### config.mk
export PLATFORM = sky130hd
export DESIGN_NAME = toy_ld_resp
export DESIGN_NICKNAME = d
export VERILOG_FILES = /design/src/rtl/toy_ld_resp.sv
export SDC_FILE = /design/constraint.sdc
export NUM_CORES = 1
export LEC_CHECK = 0
export CAP_MARGIN = 0
export CORE_MARGIN = 4
export CORE_UTILIZATION = 51
export CTS_BUF_LIST = sky130_fd_sc_hd__clkbuf_4 sky130_fd_sc_hd__clkbuf_8
export DETAILED_ROUTE_END_ITERATION = 10
export PLACE_DENSITY = 0.85
export SETUP_SLACK_MARGIN = 0.3
export SLEW_MARGIN = 20
export SYNTH_ARGS = -nofsm -noshare
export SYNTH_HDL_FRONTEND = slang
export SYNTH_SLANG_ARGS = --single-unit
export TNS_END_PERCENT = 1
### constraint.sdc
create_clock -name clk -period 3.2 [get_ports clk]
set_input_delay 0.64 -clock clk [delete_from_list [all_inputs] [get_ports clk]]
set_output_delay 0.64 -clock clk [all_outputs]
set_load 0.02 [all_outputs]
### src/rtl/toy_ld_resp.sv
// toy_ld_resp: load response unit sitting after the load-address stage.
// Accepts a resolved load, issues a word-aligned memory read with a shifted
// byte strobe, tracks up to DEPTH outstanding loads in program order, captures
// in-order memory acks, then aligns and sign/zero-extends the returned word
// and presents an in-order writeback. Illegal-funct3 or misaligned loads never
// reach memory and complete with m_wb_err set.
//
// Ports:
//   clk, rst_n          clock; synchronous reset, active-high despite the name
//   s_req_*             load request (valid/ready, addr, funct3, rd, rd_en, lsid)
//   m_mem_req_*         memory read request (valid/ready, word addr, byte strobe)
//   s_mem_ack_*         in-order read data, no backpressure
//   m_wb_*              in-order writeback (valid/ready, data, rd, rd_en, lsid, err)
//
// Optional feature macro: TOY_LD_RESP_BYPASS_EN
//   When defined, an ack that lands on a pending head entry is aligned and
//   presented on m_wb in the same cycle; if m_wb_rdy is high the head pops
//   without ever storing the data.
module toy_ld_resp #(
   parameter int unsigned DEPTH      = 4,
   parameter int unsigned ADDR_WIDTH = 32,
   parameter int unsigned DATA_WIDTH = 32,
   parameter int unsigned ID_WIDTH   = 8,
   parameter int unsigned RD_WIDTH   = 6
) (
   input  logic                  clk,
   input  logic                  rst_n,
   input  logic                  s_req_vld,
   output logic                  s_req_rdy,
   input  logic [ADDR_WIDTH-1:0] s_req_addr,
   input  logic [2:0]            s_req_funct3,
   input  logic [RD_WIDTH-1:0]   s_req_rd,
   input  logic                  s_req_rd_en,
   input  logic [ID_WIDTH-1:0]   s_req_lsid,
   output logic                  m_mem_req_vld,
   input  logic                  m_mem_req_rdy,
   output logic [ADDR_WIDTH-1:0] m_mem_req_addr,
   output logic [3:0]            m_mem_req_strb,
   input  logic                  s_mem_ack_vld,
   input  logic [DATA_WIDTH-1:0] s_mem_ack_data,
   output logic                  m_wb_vld,
   input  logic                  m_wb_rdy,
   output logic [DATA_WIDTH-1:0] m_wb_data,
   output logic [RD_WIDTH-1:0]   m_wb_rd,
   output logic                  m_wb_rd_en,
   output logic [ID_WIDTH-1:0]   m_wb_lsid,
   output logic                  m_wb_err
);

   localparam int unsigned PTR_W = (DEPTH > 1) ? $clog2(DEPTH) : 1;
   localparam int unsigned CNT_W = PTR_W + 1;

   // Entry storage
   logic                  vld_q   [DEPTH];
   logic                  vld_d   [DEPTH];
   logic                  done_q  [DEPTH];
   logic                  done_d  [DEPTH];
   logic                  err_q   [DEPTH];
   logic                  err_d   [DEPTH];
   logic [2:0]            f3_q    [DEPTH];
   logic [2:0]            f3_d    [DEPTH];
   logic [1:0]            off_q   [DEPTH];
   logic [1:0]            off_d   [DEPTH];
   logic [RD_WIDTH-1:0]   rd_q    [DEPTH];
   logic [RD_WIDTH-1:0]   rd_d    [DEPTH];
   logic                  rd_en_q [DEPTH];
   logic                  rd_en_d [DEPTH];
   logic [ID_WIDTH-1:0]   lsid_q  [DEPTH];
   logic [ID_WIDTH-1:0]   lsid_d  [DEPTH];
   logic [DATA_WIDTH-1:0] data_q  [DEPTH];
   logic [DATA_WIDTH-1:0] data_d  [DEPTH];

   logic [PTR_W-1:0] head_q, head_d;
   logic [PTR_W-1:0] tail_q, tail_d;
   logic [CNT_W-1:0] count_q, count_d;

   logic             req_bad;
   logic [3:0]       base_strb;
   logic             full;
   logic             push;
   logic             pop;
   logic             ack_hit;
   logic [PTR_W-1:0] ack_idx;
   logic             store_ack;
   logic             head_vld;
   logic             head_done;
   logic             head_err;
   logic             byp;
   logic [DATA_WIDTH-1:0] wb_word;

   // Align and extend a returned word for the given funct3 and byte offset.
   function automatic logic [DATA_WIDTH-1:0] align_f(input logic [2:0]            f3,
                                                     input logic [1:0]            off,
                                                     input logic [DATA_WIDTH-1:0] word);
      logic [DATA_WIDTH-1:0] sh;
      logic [DATA_WIDTH-1:0] res;
      sh = word >> {off, 3'b000};
      case (f3)
         3'd0:    res = {{(DATA_WIDTH-8){sh[7]}}, sh[7:0]};
         3'd4:    res = {{(DATA_WIDTH-8){1'b0}}, sh[7:0]};
         3'd1:    res = {{(DATA_WIDTH-16){sh[15]}}, sh[15:0]};
         3'd5:    res = {{(DATA_WIDTH-16){1'b0}}, sh[15:0]};
         3'd2:    res = sh;
         default: res = '0;
      endcase
      return res;
   endfunction

   // Request legality and base byte strobe
   always_comb begin
      req_bad   = 1'b0;
      base_strb = 4'h0;
      case (s_req_funct3)
         3'd0, 3'd4: base_strb = 4'h1;
         3'd1, 3'd5: begin
            base_strb = 4'h3;
            req_bad   = s_req_addr[0];
         end
         3'd2: begin
            base_strb = 4'hf;
            req_bad   = |s_req_addr[1:0];
         end
         default: req_bad = 1'b1;
      endcase
   end

   assign full           = (count_q == CNT_W'(DEPTH));
   assign m_mem_req_addr = {s_req_addr[ADDR_WIDTH-1:2], 2'b00};
   assign m_mem_req_strb = base_strb << s_req_addr[1:0];
   // Handshakes are held off while reset is asserted so outputs read as idle.
   assign m_mem_req_vld  = ~rst_n & s_req_vld & ~full & ~req_bad;
   assign s_req_rdy      = ~rst_n & ~full & (req_bad | m_mem_req_rdy);
   assign push           = s_req_vld & s_req_rdy;

   // Oldest entry still waiting for memory data; only state from before this
   // cycle is scanned, so a same-cycle push can never be matched.
   always_comb begin
      ack_hit = 1'b0;
      ack_idx = '0;
      for (int i = 0; i < int'(DEPTH); i++) begin
         if (!ack_hit && vld_q[head_q + PTR_W'(i)] && !err_q[head_q + PTR_W'(i)] &&
             !done_q[head_q + PTR_W'(i)]) begin
            ack_hit = 1'b1;
            ack_idx = head_q + PTR_W'(i);
         end
      end
   end

   assign head_vld  = vld_q[head_q];
   assign head_done = done_q[head_q];
   assign head_err  = err_q[head_q];

`ifdef TOY_LD_RESP_BYPASS_EN
   assign byp = head_vld & ~head_err & ~head_done & s_mem_ack_vld;
`else
   assign byp = 1'b0;
`endif

   // Writeback view of the head entry; payload reads as zero when idle.
   assign wb_word    = byp ? s_mem_ack_data : data_q[head_q];
   assign m_wb_vld   = ~rst_n & head_vld & (head_done | byp);
   assign m_wb_err   = m_wb_vld & head_err;
   assign m_wb_data  = (m_wb_vld & ~head_err) ? align_f(f3_q[head_q], off_q[head_q], wb_word)
                                              : '0;
   assign m_wb_rd    = m_wb_vld ? rd_q[head_q] : '0;
   assign m_wb_rd_en = m_wb_vld & rd_en_q[head_q];
   assign m_wb_lsid  = m_wb_vld ? lsid_q[head_q] : '0;
   assign pop        = m_wb_vld & m_wb_rdy;
   // A bypassed ack that pops immediately is never written into the entry.
   assign store_ack  = s_mem_ack_vld & ack_hit & ~(byp & pop);

   // Next-state for pointers, count and entries
   always_comb begin
      head_d  = head_q;
      tail_d  = tail_q;
      vld_d   = vld_q;
      done_d  = done_q;
      err_d   = err_q;
      f3_d    = f3_q;
      off_d   = off_q;
      rd_d    = rd_q;
      rd_en_d = rd_en_q;
      lsid_d  = lsid_q;
      data_d  = data_q;

      if (store_ack) begin
         data_d[ack_idx] = s_mem_ack_data;
         done_d[ack_idx] = 1'b1;
      end

      if (pop) begin
         vld_d[head_q]  = 1'b0;
         done_d[head_q] = 1'b0;
         head_d         = head_q + PTR_W'(1);
      end

      if (push) begin
         vld_d[tail_q]   = 1'b1;
         done_d[tail_q]  = req_bad;
         err_d[tail_q]   = req_bad;
         f3_d[tail_q]    = s_req_funct3;
         off_d[tail_q]   = s_req_addr[1:0];
         rd_d[tail_q]    = s_req_rd;
         rd_en_d[tail_q] = s_req_rd_en;
         lsid_d[tail_q]  = s_req_lsid;
         data_d[tail_q]  = '0;
         tail_d          = tail_q + PTR_W'(1);
      end

      count_d = count_q + CNT_W'(push) - CNT_W'(pop);
   end

   // State registers; reset discards every outstanding load.
   always_ff @(posedge clk) begin
      if (rst_n) begin
         head_q  <= '0;
         tail_q  <= '0;
         count_q <= '0;
         for (int i = 0; i < int'(DEPTH); i++) begin
            vld_q[i]   <= 1'b0;
            done_q[i]  <= 1'b0;
            err_q[i]   <= 1'b0;
            f3_q[i]    <= '0;
            off_q[i]   <= '0;
            rd_q[i]    <= '0;
            rd_en_q[i] <= 1'b0;
            lsid_q[i]  <= '0;
            data_q[i]  <= '0;
         end
      end else begin
         head_q  <= head_d;
         tail_q  <= tail_d;
         count_q <= count_d;
         vld_q   <= vld_d;
         done_q  <= done_d;
         err_q   <= err_d;
         f3_q    <= f3_d;
         off_q   <= off_d;
         rd_q    <= rd_d;
         rd_en_q <= rd_en_d;
         lsid_q  <= lsid_d;
         data_q  <= data_d;
      end
   end

endmodule

==> run summary, run 1 <==
Total track usage - 0.254
Final count of hold timing violations - 0
CTS max path bufs - 3
Total power draw - 6.38 mW
# DRC - 0
Die Area - 25100 um2
Initial antenna violation count - 0
Top Ports - 175
Failing checks - setup timing
Fin Hold WS - 0.451 ns
CTS sink count - 227
Leak - 5.57 nW
Die height - 158 um
Row cnt - 54
RSZ-0062 raised after global routing - true
F_max - 285 MHz
Clk Latency, worst-skew pair - 0.54 ns
Max Cap Viol - 0
Num CTS Buffers - 40
WP data required - 2.56 ns
Largest net degree at the start of global routing - 97
Final setup viols - 49
Register area share after synthesis - 0.394
Clock Pin Slew Worst Setup and Hold Paths - 0.06 ns
Peak VDD IR - 0.000310 V
RR Startpoint - head_q[0]$_SDFFE_PP0P_
Initial Util - 0.524
Global-route wire length before repair - 51700 um
Share of layout cells above drive strength 1 - 0.212
Core area - 22000 um2
Final worst path period share - 1.10
Critical path type - flip-flop to primary output
Outcome - complete, but fails checks
Post-cts hold buffer count - 0
Commonest non-fill, non-tap cells in the layout - nand2_1, dfxtp_1, mux2i_1
Remaining Overflow, GRT - 0
Async set or reset register ratio after synthesis - 0
Pwr dens - 447 nW/um2
Total number of vias - 10100
Synthesis Warnings - 0
Share of the synthesized area in the top cell type - 0.394
CTS tree - done
Vias in the first global route - 10400
Tmin final - 3.51 ns
Mapped Avg Cell Area - 8.76 um2
Post-synthesis cell area - 11500 um2
Post-DR vias/cell - 5.87
Hold Crit Class - flip-flop to flip-flop
CP max FO - 8
Post-synth EDFFs - 0
R2r setup slk - 0.08 ns
Cell Count, Final, Fillers Out - 1726
Drt wl/cell - 18.9 um
Crit path capture type - primary output
Placed cells - 1651
Root Driver - clkbuf_8
DPL Wire Length - 20800 um
Synth Flop Type - dfxtp_1
Cell variety after synth - 58
Port Buf Inserts - 112
DR pass1 iterations - 5
Commonest non-fill, non-tap cell in the layout - nand2_1
Nets - 1515
CP Data Arrival Time - 2.87 ns
Hold Path End - lsid_q[4]$_SDFFE_PP0P_
Worst Hold Launch - lsid_q[4]$_SDFFE_PP0P_
Relative slew margins - 0.297
Final Cell Area - 14300 um2
Die W - 158 um
Clock Skews - 0.0190 ns
Hold Crit Depth - 2
Violation count after the first detailed-route iteration - 885
H-Tree Depth - 2
Biggest area consumer among synthesized cells - dfxtp_1
Worst-Margin Slew - 1.05 ns
Diode count - 0
Ranking of synthesized cells by area - dfxtp_1, nand2_1, mux2i_1
RD Place Congestion - 0.941
Area Growth Syn to Fin - 23.5%
Synth Register Bits - 227
Slew Viols, Final - 0
Worst r2r path cells - 9
Gate Count Post-Synth - 1318
Antenna Nets Post-Route - 0
Reg-to-reg critical path endpoint - data_q[87]$_SDFF_PP0_
Placed instance area - 13300 um2
Nature of the critical path startpoint - flip-flop
Total routed wirelength - 32600 um
Worst setup margin - -0.311 ns
-- power breakdown --
part / internal, mW / switching (mW)
clock network: 1.64 / 1.20
logic: 0.269 / 0.365
registers: 2.87 / 0.0307
-- how the worst max path moves through the flow --
stage / cells past startpoint / to / slack, ns / startpoint
2_1_floorplan: 8 / m_wb_data[10] / 0.25 / head_q[0]$_SDFFE_PP0P_
3_3_place_gp: 13 / count_q[2]$_SDFF_PP0_ / -0.11 / s_req_funct3[0]
3_5_place_dp: 10 / m_wb_data[30] / -0.18 / head_q[0]$_SDFFE_PP0P_
4_1_cts: 10 / m_wb_data[16] / -0.29 / head_q[0]$_SDFFE_PP0P_
5_1_grt: 10 / m_wb_data[18] / -0.37 / head_q[0]$_SDFFE_PP0P_
6_report: 10 / m_wb_data[18] / -0.31 / head_q[0]$_SDFFE_PP0P_
-- layout make-up --
| cell class | count | area [um2] |
|---|---|---|
| Tap cell | 280 | 350 |
| Inverter | 14 | 52.6 |
| Clock inverter | 10 | 87.6 |
| Timing Repair Buffer | 190 | 1880 |
| Sequential cell | 227 | 4550 |
| Clock buffer | 62 | 778 |
| Multi-Input combinational cell | 943 | 6560 |
| Fill cell | 1666 | 7770 |
-- synthesized netlist by cell type (all sizes together) (4+ instances only) --
cell and n:
clkbuf 72, mux2i 145, mux4 56, nand2 471
nor3b 5, a211oi 4, o211a 4, ha 10
nand3 6, nor2b 13, inv 14, o21ai 19
or3b 6, nor2 21, a21o 4, buf 63
dfxtp 227, a21oi 111, mux2 11, and2 19
-- what timing repair did --
action	in CTS	in global routing
buffers inserted	2	0
endpoints found under the hold margin	0	0
resized for setup	207	14
pin swaps	2	1
endpoints found under the setup margin	187	184
cloned	1	0
-- critical path, cell delays in order, from the launching register on --
cell and delay (ns):
dfxtp_4 0.40, buf_8 0.14, mux4_2 0.51, mux2_4 0.32, mux2i_2 0.18, buf_4 0.15
mux2i_2 0.07, nand2_2 0.17, buf_12 0.17, a21oi_2 0.05, buf_4 0.16
-- state kept, by name, summed over array words and instances, names as in the netlist, 8 cells and up --
signal	cells
f3_q	12
rd_q	24
data_q	128
lsid_q	32
off_q	8
-- stage by stage --
stage / TNS [ns] / util / setup WS, ns
6_report: -10.34 / 0.647 / -0.311
3_3_place_gp: -2.26 / 0.605 / -0.109
4_1_cts: -9.84 / 0.646 / -0.291
3_5_place_dp: -4.14 / 0.605 / -0.184
2_1_floorplan: 0 / - / 0.251
5_1_grt: -13.87 / 0.647 / -0.371
-- routing by layer --
metal  vias to the layer above  routed length, um  global-route usage
li1                       4625                  -                   -
met2                       517              16100               0.437
met3                        93               2900              0.0582
met4                         0               1030              0.0934
met1                      4898              12600               0.314
met5                         -                  0                   0
-- cell families after synthesis --
group / share of synthesized area
adders and majority gates: 0.0126
muxes: 0.248
AOI/OAI and AO/OA: 0.0796
other: 0.000325
xor gates and xnor gates: 0.00304
buffers and inverters: 0.0670
DFF: 0.394
and+or+nand+nor: 0.196
(Power assumes the default switching activity.)
==> run 2: changes to the inputs <==
- CTS_CLUSTER_SIZE: default -> 8
==> run summary, run 2 (synthesis results as in run 1) <==
Crit path capture type - primary output
DPL Wire Length - 20800 um
F_max - 285 MHz
RSZ-0062 raised after global routing - true
Critical path type - flip-flop to primary output
Largest net degree at the start of global routing - 97
Relative slew margins - 0.307
Final worst path period share - 1.10
Remaining Overflow, GRT - 0
Hold Crit Class - flip-flop to flip-flop
Total routed wirelength - 32700 um
Root Driver - clkbuf_8
Worst Setup SP - head_q[0]$_SDFFE_PP0P_
CTS tree - done
Worst setup margin - -0.310 ns
Commonest non-fill, non-tap cell in the layout - nand2_1
Worst-Margin Slew - 1.04 ns
Multi-input gate area - 6570 um2
Max reg flops - 128
Clk Latency, worst-skew pair - 0.53 ns
Nature of the critical path startpoint - flip-flop
RD Place Congestion - 0.941
Tmin final - 3.51 ns
Die height - 158 um
Max Cap Viol - 0
Worst Hold Launch - rd_q[8]$_SDFFE_PP0P_
Row cnt - 54
Final count of hold timing violations - 0
Clock Pin Slew Worst Setup and Hold Paths - 0.06 ns
Peak VDD IR - 0.000374 V
Cell family with most CP delay - multiplexers
Total track usage - 0.253
Fin Hold WS - 0.454 ns
Outcome - complete, but fails checks
CP Data Arrival Time - 2.87 ns
Die W - 158 um
Final Cell Area - 14200 um2
Vias in the first global route - 10400
Die Area - 25100 um2
Initial Util - 0.524
Clock Skews - 0.0191 ns
H-Tree Depth - 2
Num CTS Buffers - 40
Total number of vias - 10100
Diode count - 0
Slew Viols, Final - 0
Setup_tns - -10.25 ns
Initial antenna violation count - 0
Drt wl/cell - 19.0 um
Crit path max-delay cell type - mux4_2
Fin util - 0.646
Core area - 22000 um2
Antenna Nets Post-Route - 0
Sequential cell area - 4550 um2
# DRC - 0
Max incr delay on CP - 0.51 ns
WP data required - 2.56 ns
CP cell instances - buf_8, mux4_2, mux2_4, mux2i_2, buf_4, mux2i_2, nand2_2, buf_12, a21oi_2, buf_4
Top reg by flops - data_q
Fillers - 1664
Violation count after the first detailed-route iteration - 761
Final setup viols - 49
Failing checks - setup timing
Placed instance area - 13300 um2
CTS max path bufs - 3
Area Growth Syn to Fin - 23.3%
DR pass1 iterations - 6
Global-route wire length before repair - 51400 um
Post-DR vias/cell - 5.84
Largest regs - data_q: 128 flops, lsid_q: 32 flops, rd_q: 24 flops
RR Startpoint - head_q[0]$_SDFFE_PP0P_
Nets - 1515
Top Ports - 175
Total power draw - 6.30 mW
Leak - 5.57 nW
Port Buf Inserts - 112
Commonest non-fill, non-tap cells in the layout - nand2_1, dfxtp_1, mux2i_1
CTS sink count - 227
Share of layout cells above drive strength 1 - 0.211
CP max FO - 8
Pwr dens - 442 nW/um2
CP bufs+invs - 4
==> run 2: worst register-to-register path, stage by stage (launching register included) <==
cell	delay [ns]
dfxtp_4	0.41
buf_4	0.23
mux4_1	0.63
nand2_1	0.08
nor2_1	0.08
buf_4	0.17
nand2_1	0.08
inv_1	0.05
ha_1	0.27
inv_1	0.06
ha_1	0.13
inv_1	0.05
fa_1	0.39
xor2_1	0.17
xnor2_1	0.13
nor2_1	0.05
==> run 2: power by group <==
part	switching, mW	internal [mW]
Combinational	0.366	0.268
Sequential	0.0304	2.87
Clock	1.17	1.59
==> run 2: area by class of cell <==
| type | instances | share of cell area |
|---|---|---|
| Multi-Input combinational cell | 943 | 0.461 |
| Sequential cell | 227 | 0.320 |
| Clock inverter | 7 | 0.00475 |
| Timing Repair Buffer | 190 | 0.132 |
| Inverter | 14 | 0.00369 |
| Clock buffer | 63 | 0.0535 |
| Tap cell | 280 | 0.0246 |
==> run 2: per-stage QoR <==
step	instances	worst slack (ns)
detailed placement	1651	-0.184
CTS	1724	-0.296
global route	1724	-0.376
floorplan	1319	0.251
global placement	1651	-0.109
finish	1724	-0.310
==> run 2: per-layer routing <==
| metal | wire [um] | vias up | global-route usage |
|---|---|---|---|
| li1 | - | 4618 | - |
| met1 | 12500 | 4808 | 0.307 |
| met2 | 15800 | 531 | 0.435 |
| met3 | 3110 | 112 | 0.0625 |
| met4 | 1210 | 0 | 0.0971 |
| met5 | 0 | - | 0 |
==> run 2: path summary, 6_finish.rpt <==
path	slack (ns)	to	cells after the start
worst max-delay path	-0.31	m_wb_data[18]	10
worst min register to register	0.45	rd_q[8]$_SDFFE_PP0P_	2
worst min-delay path	0.45	rd_q[8]$_SDFFE_PP0P_	2
worst max register to register	0.07	count_q[2]$_SDFF_PP0_	15
==> run 2: what timing repair did <==
item,CTS,global route
endpoints found under the setup margin,187,184
buffers inserted,2,0
cloned,1,0
resized for setup,205,20
hold buffers,0,0
pin swaps,1,1
==> patch 1 (flow settings as in run 1) <==
Build with the macro `TOY_LD_RESP_BYPASS_EN` defined.
--- a/src/rtl/toy_ld_resp.sv
+++ b/src/rtl/toy_ld_resp.sv
@@ -18,2 +18,4 @@
 //   without ever storing the data.
+`define TOY_LD_RESP_BYPASS_EN
+
 module toy_ld_resp #(
Check against the original RTL: not equivalent (a bounded check fails within 4 cycles, from zero or initial values and one cycle with rst_n high).
==> patch 1 against run 1 <==
Setup slack lost 0.23 ns; routed wire length grew 8.6%; sequential cell count is the same; die area up 3.1%; register-to-register slack got worse by 0.08 ns; synthesized area is 3.2% higher; largest cell class unchanged; the run still ends with negative setup slack left; final cell count is 7.6% higher; power up 2.5%; final area up 4.5%.
==> patch 1: results (changes against run 1) <==
via/cell ratio = 5.956 (+1.4%)
Max Fanout on Critical Path = 16 (+8)
share of layout cells above drive strength 1 = 25.00% (+3.8 points)
vias in the first global route = 11290 (+8.6%)
register area share after synthesis = 38.14% (-1.2 points)
Setup Viol. Count Final = 47 (-4.1%)
power in the clock group = 2.65 mW (-7%)
Total Routing Usage GR = 26.85% (+1.4 points)
largest net degree at the start of global routing = 88 (-9.3%)
TritonCTS Buffers = 37 (-7.5%)
status = finished with violations
cell family with most CP delay = buffers and inverters
CP arrival = 3.10 ns (+0.23 ns)
top post-synthesis cells by area = dfxtp_1 (38%), nand2_1 (12%), mux4_2 (10%), mux2i_1 (9.5%), a21oi_1 (4.6%)
Critical R2R Capture = count_q[2]$_SDFF_PP0_
# fillers = 1786 (+7.2%)
Starting DRT DRC Count = 1138 (+29%)
reg-to-reg slack, setup = 0 ns (-0.08 ns)
WHS Endpoint = off_q[1]$_SDFFE_PP0P_
pre-CTS setup slack = -0.6491 ns (-0.4652 ns)
Gate power share = 14.6% (+4.7 points)
reg2reg path depth = 16 (+7)
Distinct cells, synth = 62 (+6.9%)
worst setup path endpoint = m_wb_data[2]
global-route wire length before repair = 57.50 mm (+11%)
failing checks = negative setup slack
Peak supply drop = 0.4263 mV (+37%)
CTS-repair resized insts = 272 (+31%)
post-route setup slack = -0.5417 ns (-0.2308 ns)
Hold Crit Start = off_q[1]$_SDFFE_PP0P_
clk_skew = 0.007691 ns (-0.01126 ns)
Min Hold Slack = 0.4506 ns (-0.0006870 ns)
setup TNS = -17.41 ns (-7.071 ns)
Slowest Stage Delay on Critical Path = 0.53 ns (+0.02 ns)
postcts setup bufs = 5 (+3)
Final GP Congestion = 0.9411 (about the same)
clock power share = 40.6% (-3.9 points)
total routed wirelength = 35.41 mm (+8.6%)
Rel. slew slack = 36.39% (+6.6 points)
top cells by count, synth = nand2_1 (376), dfxtp_1 (227), mux2i_1 (113)
## patch 1: cell count changes in the layout (fill, tap and decap cells not counted), sizes merged, moves of 19 or more
cell,run 1,this run
buf,109,188
dlygate4sd2,23,4
mux2i,145,113
nand2,471,376
nand4,0,65
nor2,21,40
o21ai,19,68
## patch 1: metal layers
metal  GRT usage [%]  part of all wire [%]
met5               0                     0
met4           11.17                   3.3
met1           33.74                    39
met3           5.440                   9.8
met2           45.22                    48
## patch 1: stage by stage
stage,cell area (µm²),cells,utilization [%]
floorplan,11950,1377,-
global placement,13880,1785,60.93
detailed placement,13880,1785,60.93
CTS,14810,1857,65.00
global route,14900,1857,65.39
finish,14900,1858,65.41
## patch 1: cells by family after synthesis
kind of cell / Yosys count / share of synthesized area (%)
compound gates: 236 / 11.67
xor+xnor: 5 / 0.3676
fa+ha+maj: 11 / 1.218
buf+inv: 161 / 6.846
flops: 227 / 38.14
mux: 169 / 19.98
other cells: 1 / 0.03147
simple gates: 566 / 21.76
## patch 1: final cells by class
type                       count  area [µm²]  share of cell area, %
antenna                        1       2.502                0.01680
clock buffer                  58       723.2                  4.854
clock inverter                 6       60.06                 0.4031
inverter                      12       45.04                 0.3023
multi-input combinational    989        6829                  45.84
sequential                   227        4549                  30.54
tap                          313       391.6                  2.629
timing repair buffer         252        2297                  15.42
## patch 1: worst reg2reg max path: stages, from the launching register on
cell and delay (ns):
dfxtp_4 0.42, buf_6 0.13, mux4_2 0.53, buf_4 0.17, nor2b_1 0.13, buf_4 0.14
o21a_1 0.13, buf_12 0.17, nand2_4 0.10, inv_1 0.05, ha_1 0.27, inv_1 0.06
ha_1 0.13, inv_1 0.05, fa_1 0.40, xnor2_1 0.15, nor2_1 0.06
==> patch 2 (settings of run 1) <==
Without the edit above. Make the reset (`rst_n`) asynchronous in one clocked block. Comments in the files are not updated.
--- a/src/rtl/toy_ld_resp.sv
+++ b/src/rtl/toy_ld_resp.sv
@@ -213,3 +213,3 @@
    // State registers; reset discards every outstanding load.
-   always_ff @(posedge clk) begin
+   always_ff @(posedge clk or posedge rst_n) begin
       if (rst_n) begin
Formal check against the unedited RTL: same outputs for any inputs over 4 cycles, from zero or initial values and one cycle with rst_n high; that may be too few to reach the edited logic, so the function may still have changed.
==> patch 2 against run 1 <==
The run still ends with negative setup slack left; setup slack got worse by 0.16 ns; synthesized area grew 10%; routed wire length grew 9.0%; die area grew 9.6%; critical path type unchanged; sequential cell count stayed put; final area is 9.6% higher; fmax fell by 4.3%.
Power is not compared: it rests on default switching activity, and its combinational part moved more than twofold at a synthesized area within 25%.
==> patch 2: results (changes against run 1) <==
Starting DRT DRC Count = 1232 (+39%)
Global Route met2 Usage = 39.63% (-4.1 points)
TritonCTS Buffers = 39 (-2.5%)
CP arrival = 3.03 ns (+0.16 ns)
Setup Viol. Count Final = 32 (-35%)
hold depth = 2 (unchanged)
measured slew at the worst slew-check pin = 0.9284 ns (-0.1254 ns)
setup TNS = -11.14 ns (-0.8044 ns)
Slowest Stage Delay on Critical Path = 0.55 ns (+0.04 ns)
Max Fanout on Critical Path = 16 (+8)
via count = 10160 (+0.25%)
largest registers = data_q: 128 flops, lsid_q: 32 flops, rd_q: 24 flops
WL/cell = 21.81 µm (+15%)
Final GP Congestion = 0.8435 (-10%)
top cells by count, synth = nand2_1 (261), dfrtp_1 (227), mux2i_1 (115)
largest net degree at the start of global routing = 72 (-26%)
GR Layer Usage met1 = 31.15% (-0.20 points)
top_reg_cell synth = dfrtp_1
failing checks = negative setup slack
global-route wire length before repair = 55.50 mm (+7.4%)
met3 GRT Util = 7.665% (+1.8 points)
P_leak = 6.995 nW
register area share after synthesis = 44.70% (+5.3 points)
Distinct cells, synth = 53 (-8.6%)
DP Area = 0.01444 mm² (+8.3%)
Layout Nets = 1378 (-9.0%)
Clock Latency Late Sink = 0.57 ns (+0.03 ns)
share of layout cells above drive strength 1 = 31.01% (+9.8 points)
Total Routing Usage GR = 24.53% (-0.91 points)
reg2reg path depth = 10 (+1)
vias in the first global route = 10550 (+1.5%)
initial antenna violation count = 1 (+1)
total routed wirelength = 35.56 mm (+9.0%)
DP Wirelength = 22.38 mm (+7.5%)
dpl cells = 1557 (-5.7%)
post-route setup slack = -0.4690 ns (-0.1581 ns)
top post-synthesis cells by area = dfrtp_1 (45%), mux4_2 (10%), mux2i_1 (9.1%), nand2_1 (7.7%), mux2_2 (7.3%)
cells after synthesis = 1158 (-12%)
clk_skew = 0.05513 ns (+0.03618 ns)
DR pass1 iterations = 6 (+1)
status = finished with violations
fraction of registers with async set or reset after synthesis = 100.0% (+100 points)
# fillers = 1752 (+5.2%)
Hold Path Class = flop to flop
[patch 2: changes by cell type after synthesis, moves of 30 or more]
cell,run 1,this run
dfrtp_1,0,227
dfxtp_1,227,0
o31ai_1,0,32
a21boi_1,0,32
a21oi_1,111,30
mux2_2,11,82
nand2_1,471,261
mux2i_1,145,115
nand4_1,0,32
[patch 2: stage by stage]
stage | setup slack (ns) | hold slack [ns] | total power, mW | util [%]
after floorplan | -3.224 | 0.4446 | 11.09 | -
after global placement | -0.2463 | 0.4645 | 13.96 | 59.21
after detailed placement | -0.3258 | 0.4689 | 14.34 | 59.21
after CTS | -0.4625 | 0.4827 | 17.21 | 62.42
after global routing | -0.5506 | 0.5054 | 18.97 | 64.07
final | -0.4690 | 0.4841 | 18.09 | 64.07
[patch 2: repair_timing]
| item | CTS | global route |
|---|---|---|
| cloned | 0 | 2 |
| setup endpoints to repair | 188 | 183 |
| gates resized for setup | 160 | 124 |
| pin swaps | 1 | 6 |
| setup buffers | 2 | 1 |
[patch 2: per-layer routing]
metal  routed length, µm  vias to the layer above
met5                  13                        -
met4                1226                        2
met3                3558                      134
met2               17130                      603
met1               13630                     5090
li1                    -                     4329
[patch 2: worst paths after layout]
path                                       startpoint                    to  slack [ns]
worst min-delay path             off_q[3]$_DFFE_PP0P_  off_q[3]$_DFFE_PP0P_        0.48
worst max-delay path            head_q[0]$_DFFE_PP0P_         m_wb_data[31]       -0.47
worst max register to register  head_q[0]$_DFFE_PP0P_   data_q[7]$_DFF_PP0_        0.10
max in group asynchronous                       rst_n  data_q[48]$_DFF_PP0_        0.65
min in group asynchronous                       rst_n  err_q[1]$_DFFE_PP0P_        0.72
worst min register to register   off_q[3]$_DFFE_PP0P_  off_q[3]$_DFFE_PP0P_        0.48
[patch 2: cells by family after synthesis]
kind of cell,share of synthesized area (%)
adder cells (fa/ha/maj),1.142
XOR/XNOR,0.2757
flip-flops,44.70
buffers and inverters,6.095
multiplexers,26.52
AO/OA/AOI/OAI,8.468
other,0.02951
AND/OR/NAND/NOR,12.77
[patch 2: critical path, delay by kind of cell, from the launching register on]
family	cells	cell delay, ns
buffers and inverters	3	0.47
DFF	1	0.45
AOI/OAI and AO/OA	2	0.31
muxes	2	0.73
and+or+nand+nor	1	0.49
[patch 2: layout make-up]
class                           instances  share of cell area (%)
Multi-Input combinational cell        788                   41.97
Sequential cell                       227                   36.38
Timing Repair Buffer                  208                   13.52
Clock buffer                           63                   4.948
Tap cell                              324                   2.594
Inverter                               15                  0.3843
Clock inverter                          5                  0.2002
[patch 2: power groups by stage]
stage          logic (mW)  clock network, mW  registers, mW
2_1_floorplan        6.46                  0           4.63
3_3_place_gp         9.14                  0           4.82
3_5_place_dp         9.43                  0           4.91
4_1_cts              9.57               2.76           4.88
5_1_grt              11.0               2.89           5.05
6_report             10.4               2.72           4.94
